$ cat src/rtl/sdram_arbiter.sv
// rtl/sdram_arbiter.sv - two-requester SDRAM port arbiter: display reads have priority, blitter writes are starvation-bounded
module sdram_arbiter #(
  parameter int ADDR_W        = 22,
  parameter int DATA_W        = 128,
  parameter int MAX_RD_STREAK = 8
) (
  input  logic              clock,
  input  logic              reset,
  input  logic              rd_req,
  input  logic [ADDR_W-1:0] rd_addr,
  output logic              rd_ack,
  output logic [DATA_W-1:0] rd_data,
  input  logic              wr_req,
  input  logic [ADDR_W-1:0] wr_addr,
  input  logic [DATA_W-1:0] wr_data,
  output logic              wr_ack,
  input  logic              sdram_Wait,
  input  logic              sdram_ac,
  input  logic [DATA_W-1:0] sdram_rddata,
  output logic [ADDR_W-1:0] sdram_addr,
  output logic              sdram_rd,
  output logic              sdram_wr,
  output logic [DATA_W-1:0] sdram_wrdata,
  output logic              owner
);

  localparam logic [3:0] STREAK_MAX = 4'(MAX_RD_STREAK);

  typedef enum logic [1:0] {IDLE, RD, WR, RESP} state_t;

  state_t     state, state_next;
  logic [3:0] rd_streak;
  logic       grant_rd, grant_wr;

  always_comb begin
    state_next = state;
    grant_rd   = 1'b0;
    grant_wr   = 1'b0;
    case (state)
      IDLE: begin
        if (!sdram_Wait) begin
          // Reads win unless the writer has already been passed over STREAK_MAX times.
          if (rd_req && wr_req) begin
            if (rd_streak == STREAK_MAX) grant_wr = 1'b1;
            else                         grant_rd = 1'b1;
          end else if (rd_req) begin
            grant_rd = 1'b1;
          end else if (wr_req) begin
            grant_wr = 1'b1;
          end
        end
        if (grant_rd) state_next = RD;
        if (grant_wr) state_next = WR;
      end
      RD:      if (sdram_ac) state_next = RESP;
      WR:      if (sdram_ac) state_next = RESP;
      RESP:    state_next = IDLE;
      default: state_next = IDLE;
    endcase
  end

  always_ff @(posedge clock) begin
    if (reset) begin
      state        <= IDLE;
      rd_streak    <= '0;
      sdram_addr   <= '0;
      sdram_wrdata <= '0;
      rd_data      <= '0;
      owner        <= 1'b0;
    end else begin
      state <= state_next;
      if (grant_rd) begin
        sdram_addr <= rd_addr;
        owner      <= 1'b0;
        if (!wr_req)                      rd_streak <= '0;
        else if (rd_streak != STREAK_MAX) rd_streak <= rd_streak + 4'd1;
      end
      if (grant_wr) begin
        sdram_addr   <= wr_addr;
        sdram_wrdata <= wr_data;
        owner        <= 1'b1;
        rd_streak    <= '0;
      end
      if (state == RD && sdram_ac) rd_data <= sdram_rddata;
    end
  end

  assign sdram_rd = (state == RD);
  assign sdram_wr = (state == WR);
  assign rd_ack   = (state == RESP) && !owner;
  assign wr_ack   = (state == RESP) &&  owner;

endmodule
$ cat config.mk
export PLATFORM = sky130hd
export DESIGN_NAME = sdram_arbiter
export DESIGN_NICKNAME = d
export VERILOG_FILES = /design/src/rtl/sdram_arbiter.sv
export SDC_FILE = /design/constraint.sdc
export NUM_CORES = 1
export LEC_CHECK = 0
export ABC_CLOCK_PERIOD_IN_PS = 3800
export BUFFER_PORTS_ARGS = -buffer_cell sky130_fd_sc_hd__buf_2
export CAP_MARGIN = 30
export CELL_PAD_IN_SITES_DETAIL_PLACEMENT = 0
export CELL_PAD_IN_SITES_GLOBAL_PLACEMENT = 1
export CORE_AREA = 2 2 227 229
export CTS_CLUSTER_SIZE = 28
export DETAILED_ROUTE_END_ITERATION = 12
export DIE_AREA = 0 0 229 231
export GPL_TIMING_DRIVEN = 0
export PLACE_DENSITY_LB_ADDON = 0.08
export SLEW_MARGIN = 30
export SYNTH_ARGS = -nofsm -noshare
export SYNTH_HDL_FRONTEND = slang
export SYNTH_SLANG_ARGS = --single-unit
$ cat constraint.sdc
create_clock -name clock -period 3.8 [get_ports clock]
set_clock_uncertainty 0.1 [all_clocks]
set_input_delay 0.57 -clock clock [delete_from_list [all_inputs] [get_ports clock]]
set_output_delay 0.57 -clock clock [all_outputs]
set_load 0.05 [all_outputs]
# Word level (Yosys, flattened, before mapping)
# Index checks and enable logic that the tools add are counted.
dict set report totals {
  wordCells 49
  inputBits 306
  ff_bits 285
  out_inout_bits 283
}
dict set report classes {
  reduce_logical 11
  eq_ne 8
  addsub 1
  muxes 23
}
# cell n
set ops {}
lappend ops {{$mux W22} 2}
lappend ops {{$mux W1} 15}
lappend ops {{$mux W4} 2}
lappend ops {{$mux W2} 3}
lappend ops {{$pmux W2 S3} 1}
lappend ops {{$add A4 B1 Y4 const B} 1}
lappend ops {{$eq A2 B2 Y1 const B} 2}
lappend ops {{$eq A4 B4 Y1 const B} 1}
lappend ops {{$logic_and A1 B1 Y1} 4}
lappend ops {{$ne A2 B1 Y1 const B} 2}
lappend ops {{$ne A4 B4 Y1 const B} 1}
lappend ops {{$reduce_and A2 Y1} 2}
lappend ops {{$reduce_or A2 Y1} 2}
lappend ops {{$ne A3 B3 Y1 const B} 1}
lappend ops {{$eq A2 B1 Y1 const B} 1}
lappend ops {{$logic_not A2 Y1} 1}
lappend ops {{$reduce_bool A2 Y1} 1}
lappend ops {{$logic_not A1 Y1} 1}

# Depth between registers and ports, before layout
# Gate-level depths: netlist (run 1).
dict set report depth {
  depth_word 8
  depth_mapped 7
  ltp_nobuf 5
}

# Worst setup path before layout (run 1)
# No wires, ideal clock.
dict set report synth_timing {
  kind {flip-flop to flip-flop}
  startpoint {register state[1]}
  endpoint {register rd_data[71]}
  arrival_time_ns 1.815
  stages_incl_launch_ff 8
  required_ns 3.630
  path_buffers 2
  path_slack_ns 1.815
  period_less_slack_ns 1.985
  setup_ns 0.070
  cell_sequence {dfxtp_1 inv_1 ha_1 and2_1 clkbuf_1 buf_1 nand2_1 a21oi_1}
}
dict set report synth_via {
  elab_chain_cells 2
}
# element line
set synth_lines {}
lappend synth_lines {{start, declared} 31} ;# state_t state, state_next;
lappend synth_lines {{start signal, assigned} 71} ;# state <= state_next;
lappend synth_lines {{$eq A2 B1 Y1} -}
lappend synth_lines {{net sdram_rd} 21} ;# output logic sdram_rd,
lappend synth_lines {{$logic_and A1 B1 Y1} 84} ;# if (state == RD && sdram_ac) rd_data <= sdram_rddata;
lappend synth_lines {{end signal, assigned} 84}
lappend synth_lines {{end, declared} 12} ;# output logic [DATA_W-1:0] rd_data,
# The timed path passes the listed nets, and every way through them passes these cells.
# A chain may end at the register's enable or synchronous reset.

# Worst setup path in the final report (run 1)
dict set report layout_timing {
  startpoint {register state[0]}
  endpoint {register sdram_wrdata[106]}
}
dict set report layout_via {
  elab_chain_cells 2
}
# element line
set layout_lines {}
lappend layout_lines {{$logic_not A2 Y1} 39} ;# case (state)
lappend layout_lines {{$mux W1} 39}
lappend layout_lines {{end signal, assigned} 80} ;# sdram_wrdata <= wr_data;
lappend layout_lines {{end, declared} 23} ;# output logic [DATA_W-1:0] sdram_wrdata,
# Every way passes these cells.

==> results of run 1 <==
==> flip-flops by register name (all words and copies together), names as in the netlist <==
register      flops
rd_streak         4
sdram_wrdata    128
state             2
sdram_addr       22
rd_data         128
owner             1
==> through the flow <==
| step | hold slack, ns | cells | setup WS (ns) | instance area, um^2 | util (%) |
|---|---|---|---|---|---|
| 6_report | 0.169 | 2636 | 1.53 | 16500 | 32.5 |
| 5_1_grt | 0.142 | 2633 | 1.22 | 16500 | 32.5 |
| 4_1_cts | 0.126 | 2626 | 1.41 | 16500 | 32.5 |
| 3_5_place_dp | 0.344 | 2562 | 1.01 | 15300 | 30.2 |
| 3_3_place_gp | 0.340 | 2562 | 1.06 | 15300 | 30.2 |
| 2_1_floorplan | 0.387 | 1296 | 1.82 | 11500 | - |
==> cell usage in the layout (no fill, tap or decap), types with 3 or more instances in the layout <==
master / Yosys / routed
nand2_1: 258 / 258
nand3b_1: 3 / 3
dfxtp_1: 285 / 285
buf_4: 12 / 12
nand3_1: 3 / 3
buf_1: 4 / 4
clkbuf_1: 72 / 86
o21ai_0: 3 / 3
a21oi_1: 152 / 152
mux2i_1: 128 / 128
buf_2: 12 / 598
a2111oi_0: 8 / 8
nand2b_1: 256 / 256
clkbuf_16: 0 / 37
nor3_1: 22 / 22
diode_2: 0 / 10
inv_1: 29 / 29
ha_1: 6 / 6
a2111oi_1: 15 / 15
a211oi_1: 5 / 5
clkinv_2: 0 / 3
clkbuf_8: 0 / 10
==> cells by family (layout without fill, tap and decap cells) <==
logic type      Yosys count  in the layout  share of synthesized area (%)
simple gates            553            553                           24.3
other cells               0             10                              0
compound gates          193            193                           9.66
flops                   285            285                           49.4
mux                     128            128                           11.1
buf+inv                 131            781                           4.86
fa+ha+maj                 6              6                          0.650
==> metal layers <==
layer  wire (um)  global-route usage, %
met3        4850                   8.09
met2       22600                   29.0
met1       19600                   20.0
met5         207                      0
met4        1510                   6.88
==> how the worst max path moves through the flow <==
stage / end / start / slack (ns)
floorplan: rd_data[71] / state[1] / 1.82
global placement: state[1] / reset / 1.06
CTS: sdram_wrdata[106] / state[0] / 1.41
finish: sdram_wrdata[106] / state[0] / 1.53
detailed placement: rd_data[91] / reset / 1.01
global route: rd_data[125] / state[1] / 1.22
==> report_power, final <==
part | internal, uW | switching (uW) | total, uW | leakage, uW
sequential | 3320 | 165 | 3490 | 0.00231
combinational | 788 | 2200 | 2990 | 0.00441
clock | 1990 | 1380 | 3370 | 0.000556
==> cell type report <==
class | instances | area, um^2 | area share (%)
flip-flops and latches | 285 | 5710 | 34.6
clock buffers | 61 | 1120 | 6.77
diodes | 10 | 25.0 | 0.152
inverters | 29 | 109 | 0.660
multi-input cells | 880 | 5280 | 32.0
well taps | 680 | 851 | 5.16
plain buffers | 102 | 452 | 2.74
repair buffers | 586 | 2930 | 17.8
clock inverters | 3 | 15.0 | 0.0911
==> worst min-delay path: cells and delay by family <==
family | cells | cell delay [ns]
AND/OR/NAND/NOR | 1 | 0.04
AO/OA/AOI/OAI | 1 | 0.05
buffers and inverters | 1 | 0.09
==> impl_metrics.yaml, run 1 <==
finish:
  fillers: 5549
  nets: 2233
  drive_gt1_share_pct: 34.1
  synthToLayoutAreaGrowth_pct: 42.8
route:
  drcViolationCount: 0
  via_count: 11100
  first_pass_iters: 4
  antenna_left: 0
  drt_iter0_markers: 323
  routed_wl_mm: 48.8
  vias_per_cell: 4.22
  wl_per_cell_um: 18.5
synthesis:
  synth_area_leaders: "dfxtp_1 49%, nand2b_1 14%, mux2i_1 11%, nand2_1 8.4%, a21oi_1 6.6%"
  synth_fp_nets: 1608
  netlist-cell-type-count: 36
  synthFlopType: "dfxtp_1"
  synth_seq_cells: 285
  yosysSeqAreaShare_pct: 49.4
  synth_largest_area_cell: "dfxtp_1"
  netlist_area_um2: 11500
  syn_avg_cell_area_um2: 8.91
  async_flop_share_pct: 0
  synthCells: 1296
  synth_warnings: 0
  synth_edf_count: 0
  netlist_top_cells_count: "285 x dfxtp_1, 258 x nand2_1, 256 x nand2b_1"
  synth.top_cell.area_share_pct: 49.4
  synth_most_common_cell: "dfxtp_1"
sta:
  final.setup.tns_ns: 0
  rsz0062_at_grt: "false"
  setup_viol: 0
  layout_min_cycle_time_ns: 2.27
  drv_slew: 0
  tightestPinTransition_ns: 0.781
  maxSlewHeadroom_pct: 47.9
  final_hold_viol_count: 0
  fmax_ghz: 0.440
  period_share_pct: 59.8
floorplan:
  core.rowCount: 83
  dieArea_um2: 52900
  die_h_um: 231
  design.core.area_um2: 50700
  initial_core_util_pct: 22.8
  io_pins: 589
  die_width_um: 229
clock_network:
  holdBufCountCts: 0
  root_buffer: "clkbuf_16"
  clock-sinks: 285
  cts_tree: "built"
  cts-buffers-inserted: 37
  clockBufferDepth: 3
  htree_levels: 2
  clk_latency_ns: 0.54
  cts_resized: 0
  post_cts_buffers: 0
  clkTransAtPathRegs_ns: 0.06
worst_setup_path:
  setup.worst_path.class: "register to register"
  rrSetupSlack_ns: 1.53
  critPathArrivalTime_ns: 2.63
  cp-start-kind: "register"
  endpoint_kind: "register"
  cp.required_ns: 4.16
  critPathBufInv: 3
  critPathTopFamily: "buffers and inverters"
  crit_path_cell_trace: "inv_1 -> ha_1 -> nand3b_1 -> a21oi_2 -> buf_2 -> buf_4 -> mux2i_1"
  timing.rr.end: "sdram_wrdata[106]"
  rr_worst_depth: 7
  critPathMaxFanout: 10
  cp.depth: 7
  critPathMaxStageDelay_ns: 0.38
  cpMaxStageDelayCell: "buf_2"
  regToRegStartpoint: "state[0]"
outcome:
  outcome: "complete, no violations"
global_route:
  grt-ovfl-total: 0
  grt_max_degree: 12
  antenna_found_initial: 24
  grt_pass1_vias: 11200
  grt_first_pass_wirelength_mm: 70.7
  grt_usage_pct: 17.7
worst_hold_path:
  whs_endpoint: "rd_data[93]"
  hold_start: "sdram_rddata[93]"
  hold_depth: 3
  hold_path_class: "primary input to register"
pwr:
  finalPower_uw: 9840
  power_leakage_uw: 0.00728
  ir_drop_mv: 0.252
  pwr_density_cell_nw_per_um2: 597
place:
  routabilityCongestion: 0.763
  port_buffers: 586
  hpwl_mm: 37.7
job:
  cap_violations: 0
Note: power is estimated with default switching activity, not from simulation.
==> run 2: changes to the inputs <==
--- a/config.mk
+++ b/config.mk
@@ -5,15 +5,15 @@
 export SDC_FILE = /design/constraint.sdc
 export NUM_CORES = 1
 export LEC_CHECK = 0
-export ABC_CLOCK_PERIOD_IN_PS = 3800
+export ABC_CLOCK_PERIOD_IN_PS = 1800
 export BUFFER_PORTS_ARGS = -buffer_cell sky130_fd_sc_hd__buf_2
 export CAP_MARGIN = 30
 export CELL_PAD_IN_SITES_DETAIL_PLACEMENT = 0
 export CELL_PAD_IN_SITES_GLOBAL_PLACEMENT = 1
-export CORE_AREA = 2 2 227 229
+export CORE_AREA = 2 2 228 230
 export CTS_CLUSTER_SIZE = 28
 export DETAILED_ROUTE_END_ITERATION = 12
-export DIE_AREA = 0 0 229 231
+export DIE_AREA = 0 0 230 232
 export GPL_TIMING_DRIVEN = 0
 export PLACE_DENSITY_LB_ADDON = 0.08
 export SLEW_MARGIN = 30
==> constraint.sdc (replaced) <==
create_clock -name clock -period 1.8 [get_ports clock]
set_clock_uncertainty 0.1 [all_clocks]
set_input_delay 0.27 -clock clock [delete_from_list [all_inputs] [get_ports clock]]
set_output_delay 0.27 -clock clock [all_outputs]
set_load 0.05 [all_outputs]
==> impl_metrics.yaml, run 2 (synthesis results as in run 1) <==
floorplan:
  io_pins: 589
  core.rowCount: 83
  design.core.area_um2: 50900
  initial_core_util_pct: 22.7
  die_h_um: 232
  dieArea_um2: 53400
  die_width_um: 230
route:
  via_count: 12300
  first_pass_iters: 4
  vias_per_cell: 4.18
  drcViolationCount: 0
  antenna_left: 0
  routed_wl_mm: 52.8
  drt_iter0_markers: 359
  wl_per_cell_um: 17.9
global_route:
  grt_first_pass_wirelength_mm: 77.9
  antenna_found_initial: 3
  grt_pass1_vias: 12900
  grt_max_degree: 12
  grt-ovfl-total: 0
  grt_usage_pct: 19.0
sta:
  holdWs_ns: 0.0225
  maxSlewHeadroom_pct: 27.0
  setup_viol: 140
  layout_min_cycle_time_ns: 1.94
  drv_slew: 0
  finalWorstSetupSlack_ns: -0.136
  rsz0062_at_grt: "true"
  period_share_pct: 108
  tightestPinTransition_ns: 1.09
  final_hold_viol_count: 0
  fmax_ghz: 0.517
clock_network:
  root_buffer: "clkbuf_16"
  clkTransAtPathRegs_ns: 0.06
  clk_latency_ns: 0.53
  clockBufferDepth: 3
  cts-buffers-inserted: 37
  cts_tree: "built"
  clock-sinks: 285
  htree_levels: 2
worst_setup_path:
  cp-start-kind: "register"
  critPathMaxFanout: 6
  cp.depth: 8
  setup.worst_path.class: "register to register"
  cpMaxStageDelayCell: "dfxtp_2"
  critPathArrivalTime_ns: 2.30
  rr_worst_depth: 8
  endpoint_kind: "register"
  cp.required_ns: 2.16
  critPathBufInv: 4
  crit_path_cell_trace: "inv_2 -> ha_4 -> nand3b_1 -> a21oi_4 -> buf_6 -> buf_12 -> bufbuf_16 -> mux2i_1"
  critPathTopFamily: "buffers and inverters"
  critPathMaxStageDelay_ns: 0.33
finish:
  reg.largest.list: "rd_data x128, sdram_wrdata x128, sdram_addr x22"
  fillers: 5295
  mostFrequentLayoutCells: "589 x buf_2, 285 x dlygate4sd3_1, 281 x dfxtp_1"
  drive_gt1_share_pct: 35.6
  synthToLayoutAreaGrowth_pct: 80.3
  final_common_cell: "buf_2"
  fin_util_pct: 40.9
  nets: 2557
pwr:
  pwr_density_cell_nw_per_um2: 1110
  power_leakage_uw: 0.00903
  ir_drop_mv: 0.567
  finalPower_uw: 23100
outcome:
  violations: "negative setup slack"
  outcome: "complete, but fails checks"
place:
  hpwl_mm: 39.0
  routabilityCongestion: 0.786
  port_buffers: 586
  preCtsSetupSlack_ns: -0.724
job:
  cap_violations: 0
worst_hold_path:
  hold_path_class: "primary input to register"
  hold_depth: 3
-- run 2: cell types whose count changed in the layout (fill, tap and decap cells not counted), moves of 11 or more --
cell / change
a21oi_1: -12
buf_12: +20
a2111oi_4: +13
clkbuf_4: +16
a2111oi_1: -13
buf_6: +11
buf_4: +17
dlygate4sd3_1: +285
clkbuf_1: -36
-- run 2: worst min-delay path, delay by kind of cell --
family	cells	cell delay, ns
AND/OR/NAND/NOR	1	0.05
AO/OA/AOI/OAI	1	0.18
buffers and inverters	1	0.08
-- run 2: metrics by stage --
step	cell area, um^2	setup TNS [ns]	instances
2_1_floorplan	11500	-1.09	1296
3_3_place_gp	15300	-149.27	2562
3_5_place_dp	15300	-150.07	2562
4_1_cts	20000	-4.45	2931
5_1_grt	20800	-21.51	2950
6_report	20800	-6.73	2951
-- run 2: cell type report --
cell class	instances	area (um^2)	area share, %
Antenna cell	3	7.51	0.0361
Sequential cell	285	5720	27.5
Timing Repair Buffer	912	6390	30.7
Clock buffer	55	1090	5.26
Inverter	29	114	0.547
Multi-Input combinational cell	880	5760	27.7
Tap cell	680	851	4.09
Buffer	100	790	3.79
Clock inverter	7	85.1	0.409
-- run 2: what timing repair did --
item,4_1_cts,5_1_grt
hold endpoints to repair,278,0
pin swaps,4,17
endpoints found under the setup margin,288,271
gates cloned,7,4
hold buffers,285,0
resized for setup,117,162
buffers inserted,16,19
-- run 2: path summary, 6_finish.rpt --
| path | slack (ns) | end | from |
|---|---|---|---|
| setup / recovery | -0.14 | sdram_wrdata[55] | rd_streak[0] |
| hold / removal | 0.02 | sdram_addr[21] | rd_addr[21] |
| setup reg to reg | -0.14 | sdram_wrdata[55] | rd_streak[0] |
| hold reg to reg | 0.35 | rd_data[67] | rd_data[67] |
-- run 2: report_power, final --
part,internal (uW),switching [uW]
Combinational,3070,5220
Clock,4450,2890
Sequential,7030,390
Total,14600,8500
-- run 2: routing by layer --
metal / track usage (%) / up-vias / part of all wire, %
met5: 0 / - / 0.021
met2: 32.6 / 395 / 48
met3: 6.40 / 73 / 7.9
met4: 5.87 / 2 / 2.6
met1: 22.2 / 5697 / 41
li1: - / 6156 / -
